<file path="config.mk">
export PLATFORM = sky130hd
export DESIGN_NAME = uart_rx
export DESIGN_NICKNAME = d
export VERILOG_FILES = /design/src/rtl/uart_pkg.sv /design/src/rtl/sync_fifo.sv /design/src/rtl/uart_rx.sv
export SDC_FILE = /design/constraint.sdc
export NUM_CORES = 1
export LEC_CHECK = 0
export CAP_MARGIN = 20
export CORE_MARGIN = 8
export CORE_UTILIZATION = 25
export DETAILED_ROUTE_END_ITERATION = 7
export HOLD_SLACK_MARGIN = 0.15
export SETUP_SLACK_MARGIN = 0.02
export SLEW_MARGIN = 10
export SYNTH_ARGS = -nofsm -noshare
export SYNTH_HDL_FRONTEND = slang
export SYNTH_SLANG_ARGS = --single-unit
</file>
<file path="constraint.sdc">
create_clock -name clk -period 3.4 [get_ports clk]
set_input_delay 0.68 -clock clk [delete_from_list [all_inputs] [get_ports clk]]
set_output_delay 0.68 -clock clk [all_outputs]
set_load 0.005 [all_outputs]
</file>
<file path="src/rtl/uart_pkg.sv">
// Shared UART definitions: receive/transmit FSM state encoding and default bit timing.
package uart_pkg;

  typedef enum logic [1:0] {
    StIdle,
    StStart,
    StData,
    StStop
  } uart_state_e;

  // 115200 baud from a 50 MHz clock
  localparam int unsigned ClkDivDefault = 434;

endpackage

</file>
<file path="src/rtl/sync_fifo.sv">
// Synchronous FIFO with a registered head and a pop-frees-slot path for push-while-full.
module sync_fifo #(
  parameter int unsigned Width = 8,
  parameter int unsigned Depth = 4
) (
  input  logic             clk_i,
  input  logic             rst_i,
  input  logic             wr_en_i,
  input  logic [Width-1:0] wr_data_i,
  output logic             wr_ready_o,
  input  logic             rd_en_i,
  output logic [Width-1:0] rd_data_o,
  output logic             rd_valid_o
);

  localparam int unsigned AddrW = $clog2(Depth);

  logic [AddrW:0]   wr_ptr_q, wr_ptr_d;
  logic [AddrW:0]   rd_ptr_q, rd_ptr_d;
  logic [Width-1:0] head_q, head_d;
  logic [Width-1:0] mem_q [Depth];
  logic             empty, full, pop, push;

  assign empty      = (wr_ptr_q == rd_ptr_q);
  assign full       = (wr_ptr_q[AddrW] != rd_ptr_q[AddrW]) &&
                      (wr_ptr_q[AddrW-1:0] == rd_ptr_q[AddrW-1:0]);
  assign pop        = rd_en_i & ~empty;
  assign wr_ready_o = ~full | pop;
  assign push       = wr_en_i & wr_ready_o;

  always_comb begin
    rd_ptr_d = rd_ptr_q + (AddrW+1)'(pop);
    wr_ptr_d = wr_ptr_q + (AddrW+1)'(push);
    // Bypass the write when it lands in the slot that becomes the new head
    if (push && (wr_ptr_q[AddrW-1:0] == rd_ptr_d[AddrW-1:0])) begin
      head_d = wr_data_i;
    end else begin
      head_d = mem_q[rd_ptr_d[AddrW-1:0]];
    end
  end

  always_ff @(posedge clk_i) begin
    if (push) begin
      mem_q[wr_ptr_q[AddrW-1:0]] <= wr_data_i;
    end
  end

  always_ff @(posedge clk_i or posedge rst_i) begin
    if (rst_i) begin
      wr_ptr_q <= '0;
      rd_ptr_q <= '0;
      head_q   <= '0;
    end else begin
      wr_ptr_q <= wr_ptr_d;
      rd_ptr_q <= rd_ptr_d;
      head_q   <= head_d;
    end
  end

  assign rd_data_o  = head_q;
  assign rd_valid_o = ~empty;

endmodule

</file>
<file path="src/rtl/uart_rx.sv">
// 8N1 UART receiver: synchronizer, mid-bit sampling FSM, receive FIFO and sticky error flags.
module uart_rx
  import uart_pkg::*;
#(
  parameter int unsigned CLK_DIV    = ClkDivDefault,
  parameter int unsigned FIFO_DEPTH = 4
) (
  input  logic       clk,
  input  logic       reset,
  input  logic       ser_rx,
  output logic [7:0] rx_data,
  output logic       rx_valid,
  input  logic       rx_ready,
  output logic       frame_err,
  output logic       overrun,
  input  logic       err_clr
);

  localparam int unsigned TimerW = $clog2(CLK_DIV);
  localparam logic [TimerW-1:0] HalfLoad = TimerW'(CLK_DIV / 2 - 1);
  localparam logic [TimerW-1:0] FullLoad = TimerW'(CLK_DIV - 1);

  uart_state_e       state_q, state_d;
  logic [TimerW-1:0] timer_q, timer_d;
  logic [2:0]        bit_idx_q, bit_idx_d;
  logic [7:0]        shift_q, shift_d;
  logic              sync1_q, sync2_q;
  logic [1:0]        sync_vld_q, sync_vld_d;
  logic              line_hi_q, line_hi_d;
  logic              frame_err_q, frame_err_d;
  logic              overrun_q, overrun_d;
  logic              rx_s, start_edge, timer_zero;
  logic              push_req, frame_set, overrun_set, fifo_wr_ready;

  assign rx_s       = sync2_q;
  assign timer_zero = (timer_q == '0);
  // line_hi_q only counts highs seen after the synchronizer has flushed its reset value
  assign sync_vld_d = {sync_vld_q[0], 1'b1};
  assign line_hi_d  = sync_vld_q[1] & rx_s;
  assign start_edge = line_hi_q & ~rx_s;

  always_comb begin
    state_d   = state_q;
    timer_d   = timer_q;
    bit_idx_d = bit_idx_q;
    shift_d   = shift_q;
    push_req  = 1'b0;
    frame_set = 1'b0;
    case (state_q)
      StIdle: begin
        if (start_edge) begin
          timer_d = HalfLoad;
          state_d = StStart;
        end
      end
      StStart: begin
        if (!timer_zero) begin
          timer_d = timer_q - TimerW'(1);
        end else if (!rx_s) begin
          timer_d   = FullLoad;
          bit_idx_d = 3'd0;
          state_d   = StData;
        end else begin
          state_d = StIdle;
        end
      end
      StData: begin
        if (!timer_zero) begin
          timer_d = timer_q - TimerW'(1);
        end else begin
          shift_d = {rx_s, shift_q[7:1]};
          timer_d = FullLoad;
          if (bit_idx_q == 3'd7) begin
            state_d = StStop;
          end else begin
            bit_idx_d = bit_idx_q + 3'd1;
          end
        end
      end
      StStop: begin
        if (!timer_zero) begin
          timer_d = timer_q - TimerW'(1);
        end else begin
          state_d   = StIdle;
          push_req  = rx_s;
          frame_set = ~rx_s;
        end
      end
      default: state_d = StIdle;
    endcase
  end

  // A set in the same cycle as err_clr wins
  assign overrun_set = push_req & ~fifo_wr_ready;
  assign frame_err_d = frame_set | (frame_err_q & ~err_clr);
  assign overrun_d   = overrun_set | (overrun_q & ~err_clr);

  always_ff @(posedge clk or posedge reset) begin
    if (reset) begin
      sync1_q     <= 1'b1;
      sync2_q     <= 1'b1;
      sync_vld_q  <= '0;
      line_hi_q   <= 1'b0;
      state_q     <= StIdle;
      timer_q     <= '0;
      bit_idx_q   <= '0;
      shift_q     <= '0;
      frame_err_q <= 1'b0;
      overrun_q   <= 1'b0;
    end else begin
      sync1_q     <= ser_rx;
      sync2_q     <= sync1_q;
      sync_vld_q  <= sync_vld_d;
      line_hi_q   <= line_hi_d;
      state_q     <= state_d;
      timer_q     <= timer_d;
      bit_idx_q   <= bit_idx_d;
      shift_q     <= shift_d;
      frame_err_q <= frame_err_d;
      overrun_q   <= overrun_d;
    end
  end

  sync_fifo #(
    .Width(8),
    .Depth(FIFO_DEPTH)
  ) u_rx_fifo (
    .clk_i      (clk),
    .rst_i      (reset),
    .wr_en_i    (push_req),
    .wr_data_i  (shift_q),
    .wr_ready_o (fifo_wr_ready),
    .rd_en_i    (rx_ready),
    .rd_data_o  (rx_data),
    .rd_valid_o (rx_valid)
  );

  assign frame_err = frame_err_q;
  assign overrun   = overrun_q;

endmodule

</file>
Word-level counts from Yosys, hierarchy flattened
Memory sizes are Yosys's and may differ from the RTL's. A register that Yosys moved wholly into a read port is not among the register bits. Cells that the tools add are included. Widths: inputs -> output; s select.

$add $sub $neg: 4. Equality and inequality tests: 16. Multiplexer cells: 24. Bitwise logic cells: 15. Reduce and logical (&&, ||, !) cells: 8.

Operator list (count): $mux 9 (5); $pmux 9 s4 (1); $ne 2x2->1 const B (8); $mux 2 (6); $mux 3 (4); $reduce_and 5->1 (2); $logic_not 9->1 (1); $sub 9x1->9 const B (1); $pmux 2 s4 (1); $and 1x1->1 (7); $add 3x1->3 (2); $mux 1 (6); $pmux 3 s2 (1); $not 1->1 (5); $eq 2x2->1 const B (2); $add 3x1->3 const B (1); $eq 3x3->1 (1); $eq 3x3->1 const B (1); $ne 3x3->1 const B (1); $or 1x1->1 (3); $reduce_and 3->1 (1); $eq 2x1->1 const B (1); $eq 2x2->1 (1); $logic_not 2->1 (1); other kinds (4) (4).

Bits in registers: 35. RAM bits: 32. Bits of input ports: 5. Output and inout bits: 11. Logic and storage cells: 80. Memories: 1.

Memories: u_rx_fifo.mem_q (depth 4, bits a word 8, rd ports 1, clocked after memory_dff 1, write ports 1, line sync_fifo.sv:21) `logic [Width-1:0] mem_q [Depth];`.

Logic depth before layout (Yosys ltp)
Depth in word-level cells: 7. Gate-level depth with buffers: 11. Gate-level depth less buffers: 10.

By module
From an unflattened synthesis, not the netlist that was laid out.

Cell total of the unflattened synthesis: 231. Area total of the unflattened synthesis: 3304.4 sq um.

Modules (own cells, without submodules): sync_fifo (instances 1, cells each 89, area each 1811.7 sq um, sequential area each 1311.3 sq um); uart_rx (instances 1, cells each 142, area each 1492.7 sq um, sequential area each 728.2 sq um).

Worst setup path before layout
Ideal clock, no wire load.

Path kind: reg-to-reg. Start point: register timer_q[7]. End point: memory u_rx_fifo.mem_q[2][0] (enable). Setup time: 0.385 ns. Arrival time: 2.480 ns. Required time: 3.015 ns. Slack: 0.535 ns. Cell stages (with the launch flop): 7. Path buffers: 2. Clock period less this slack: 2.865 ns. Cell sequence: dfrtp_1 > or4_1 > buf_2 > nand2b_1 > buf_2 > or3_1 > nor3b_1.

Longest elaborated chain between the ends: 6.

RTL lines: start, declared (line uart_rx.sv:24) `logic [TimerW-1:0] timer_q, timer_d;`; start signal, assigned (line uart_rx.sv:116) `timer_q <= timer_d;`; $logic_not 9->1 (line uart_rx.sv:36) `assign timer_zero = (timer_q == '0);`; $mux 1 (line uart_rx.sv:81) `if (!timer_zero) begin`; $mux 1 (line uart_rx.sv:49) `case (state_q)`; $and 1x1->1 (line sync_fifo.sv:29) `assign push = wr_en_i & wr_ready_o;`; $mux 1 (line sync_fifo.sv:43) `if (push) begin`; $mux 1 (not written as such) (line sync_fifo.sv:44) `mem_q[wr_ptr_q[AddrW-1:0]] <= wr_data_i;`; end, declared (line sync_fifo.sv:21).

Every way passes these cells.

Worst setup path in the final report
Start point: register timer_q[7]. End point: memory u_rx_fifo.mem_q[3][2] (enable).

The elaborated chain is that of the path after synthesis.

==> reports/metrics.csv <==
stage,metric,value,unit
power,Worst VDD drop,241,uV
die,Starting Density,0.254,
drt,drt pass-1 iters,4,
timing,worst clock skew,0.00909,ns
placement,Port Buffer Count,15,
timing,final hold vios,0,
logic_synthesis,"FFs w/ async S/R, synth",0.573,
setup_path,Worst EP arrival,2.65,ns
die,die area,0.0172,mm2
cells_and_area,share of cells above drive strength 1,0.230,
grt,vias in the first global route,2148,
logic_synthesis,Syn. warnings,0,
timing,final period utilization,0.787,
cts,Clock Sinks,75,
drt,post-route ant nets,0,
cts,Post-CTS Setup Bufs,0,
logic_synthesis,syn_area_per_cell,14.1,um2
die,Die Span Y,131,um
drt,via count,1960,
cells_and_area,Area growth syn-to-layout,21.7,%
logic_synthesis,Main synth FF type,dfrtp_1,
cells_and_area,Fillers,1296,
drt,vias per cell,4.40,
die,Core Region,0.0131,mm2
logic_synthesis,post-synthesis mux area share,0.124,
drt,DRC errors left,0,
logic_synthesis,synth top area cells,"dfrtp_1 31%, edfxtp_1 29%, mux2_2 5.8%",
power,switching share of power,0.339,
cts,latest clock arrival within the worst-skew pair,0.33,ns
timing,upper clock frequency limit,374,MHz
grt,GRT Util Overall,0.0778,
cts,hold buffers post-CTS,0,
cells_and_area,Layout Cells excl Fill,445,
timing,unrepaired setup endpoints after global routing,no,
setup_path,Max Fanout on Critical Path,8,
cts,CTS tree,done,
cts,total CTS buffers,9,
cts,clock root buffer master,clkbuf_16,
run,maxcap violations,0,
cts,Worst-path clk slew,0.07,ns
logic_synthesis,net count after synthesis,253,
logic_synthesis,largest family of logic cells by synthesized area,multiplexers,
drt,Initial DRC Count,84,
logic_synthesis,Synth area leader,dfrtp_1,
die,cell row count,42,
min_path,Worst Hold Class,reg2reg,
timing,Slew Limit Fails,0,
grt,initial antenna violation count,0,
placement,placed insts,428,
logic_synthesis,Seq cells post-synth,75,
cells_and_area,fin util,0.309,
power,P_sw,0.00115,W
logic_synthesis,"top cells by count, synth","41 x dfrtp_1, 32 x edfxtp_1, 17 x mux2_2, 13 x inv_1",
die,Die X,131,um
cells_and_area,nets,281,
logic_synthesis,Syn Inst Count,236,
setup_path,WP data required,3.38,ns
logic_synthesis,XOR/XNOR share of the synthesized area,0.0185,
setup_path,Crit. End Element,flip-flop,
cts,H-tree levels,3,
cts,Longest Clk Path Bufs,2,
logic_synthesis,Mapped Area,0.00332,mm2
die,Ports,16,
logic_synthesis,Synth cell types,51,
grt,grt ovf,0,
setup_path,crit path kind,reg2reg,
timing,setup tns final,0,ns
power,register share of total power,0.358,
timing,Finish-stage setup viols,0,
cells_and_area,diodes inserted,0,
logic_synthesis,Synth Area in Compound Gates,0.0810,
drt,post-DR wirelength/cell,14.3,um
logic_synthesis,Synth top area share,0.309,
cts,CTS-repair resized insts,0,
logic_synthesis,most numerous cell in the Yosys netlist,dfrtp_1,
placement,dpl hpwl,4160,um
timing,crit path time final,2.68,ns
power,combinational power share,0.369,
outcome,status,"complete, no violations",
placement,GPL Wtd Cong,0.798,
power,cell-internal power,0.00223,W
logic_synthesis,fraction of the yosys area taken by sequential cells,0.614,
logic_synthesis,simple-gate area share of the yosys netlist,0.0893,
power,Clk pwr share,0.273,
power,Pwr Density,835,mW/mm2
power,P_leak,1.61,nW
logic_synthesis,"EDFF count, synth",32,
timing,Min Hold Slack,0.362,ns
drt,final WL,6350,um
setup_path,CP startpoint kind,flip-flop,
logic_synthesis,adder-cell area share of the yosys netlist,0.0452,
grt,largest net degree at the start of global routing,44,
grt,global-route wire length before repair,10900,um
[critical path, stage by stage (launching register included)]
cell and delay, ns:
dfrtp_1 0.42, or4_1 0.68, nand2b_1 0.23, or3_1 0.44
inv_1 0.10, and3_1 0.45
[cells in the final DEF (no fill, tap or decap), types with 2 or more instances in the layout]
cell type         n
dfrtp_1          41
edfxtp_1         32
mux2_2           17
clkdlybuf4s50_1  15
nand2_1          12
inv_1            12
ha_1             12
nor2_1           11
buf_4            11
clkbuf_16         9
a21oi_1           8
mux4_2            8
o21ai_0           5
nor2b_1           4
nand2b_1          4
mux2i_1           4
xor2_1            4
nor4_1            3
nor3_1            3
o211ai_1          3
xnor2_1           3
nor3b_1           3
inv_6             3
o2111ai_1         2
and2_1            2
o31ai_1           2
a21o_1            2
o221ai_1          2
nand3_1           2
o21a_1            2
inv_8             2
dfstp_2           2
[power groups by stage]
stage	clock network [W]	registers [W]	logic (W)
6_report	0.000923	0.00121	0.00125
5_1_grt	0.000979	0.00123	0.00139
4_1_cts	0.000944	0.00121	0.00126
3_5_place_dp	0	0.00123	0.00125
3_3_place_gp	0	0.00122	0.00122
2_1_floorplan	0	0.00119	0.000902
[state kept, by name, indices dropped and copies added (netlist names), named ones only]
register             count
u_rx_fifo.mem_q         32
timer_q                  9
shift_q                  8
u_rx_fifo.rd_data_o      8
bit_idx_q                3
u_rx_fifo.rd_ptr_q       3
u_rx_fifo.wr_ptr_q       3
sync_vld_q               2
frame_err                1
line_hi_q                1
overrun                  1
rx_s                     1
state_q                  1
sync1_q                  1
[worst paths after layout]
kind                       startpoint                    end  slack (ns)  depth (start not counted)
setup reg to reg           timer_q[7]  u_rx_fifo.mem_q[3][2]        0.72                          5
min in group asynchronous       reset             timer_q[4]        0.63                          2
max in group asynchronous       reset             shift_q[0]        2.28                          3
hold / removal                sync1_q                   rx_s        0.36                          0
hold reg to reg               sync1_q                   rx_s        0.36                          0
setup / recovery           timer_q[7]  u_rx_fifo.mem_q[3][2]        0.72                          5
[kinds of logic (layout without fill, tap and decap cells)]
logic type,after synthesis,count (layout)
AND/OR/NAND/NOR,53,53
adder cells (fa/ha/maj),12,12
multiplexers,29,29
AO/OA/AOI/OAI,36,36
other,1,1
flip-flops,75,75
buffers and inverters,23,56
XOR/XNOR,7,7
[metrics by stage]
stage,total power [W],setup slack (ns),area (um2)
5_1_grt,0.00360,0.555,4040
3_3_place_gp,0.00244,0.605,3730
2_1_floorplan,0.00210,0.535,3320
6_report,0.00338,0.724,4040
3_5_place_dp,0.00248,0.517,3730
4_1_cts,0.00342,0.664,4020
[cell type report]
class | instances | area (um2) | area share
Clock buffer | 9 | 225 | 0.0557
Clock inverter | 7 | 65.1 | 0.0161
Inverter | 13 | 48.8 | 0.0121
Multi-Input combinational cell | 138 | 1190 | 0.295
Sequential cell | 75 | 2040 | 0.504
Tap cell | 176 | 220 | 0.0545
Timing Repair Buffer | 27 | 253 | 0.0625
[layer usage]
metal	global-route usage	share of wire	vias to the layer above
met5	0	0	-
met4	0.0377	0.016	0
met3	0.0217	0.031	9
met2	0.125	0.49	23
met1	0.0945	0.47	995
li1	-	-	933
No activity file was read; power rests on OpenSTA's default activity.
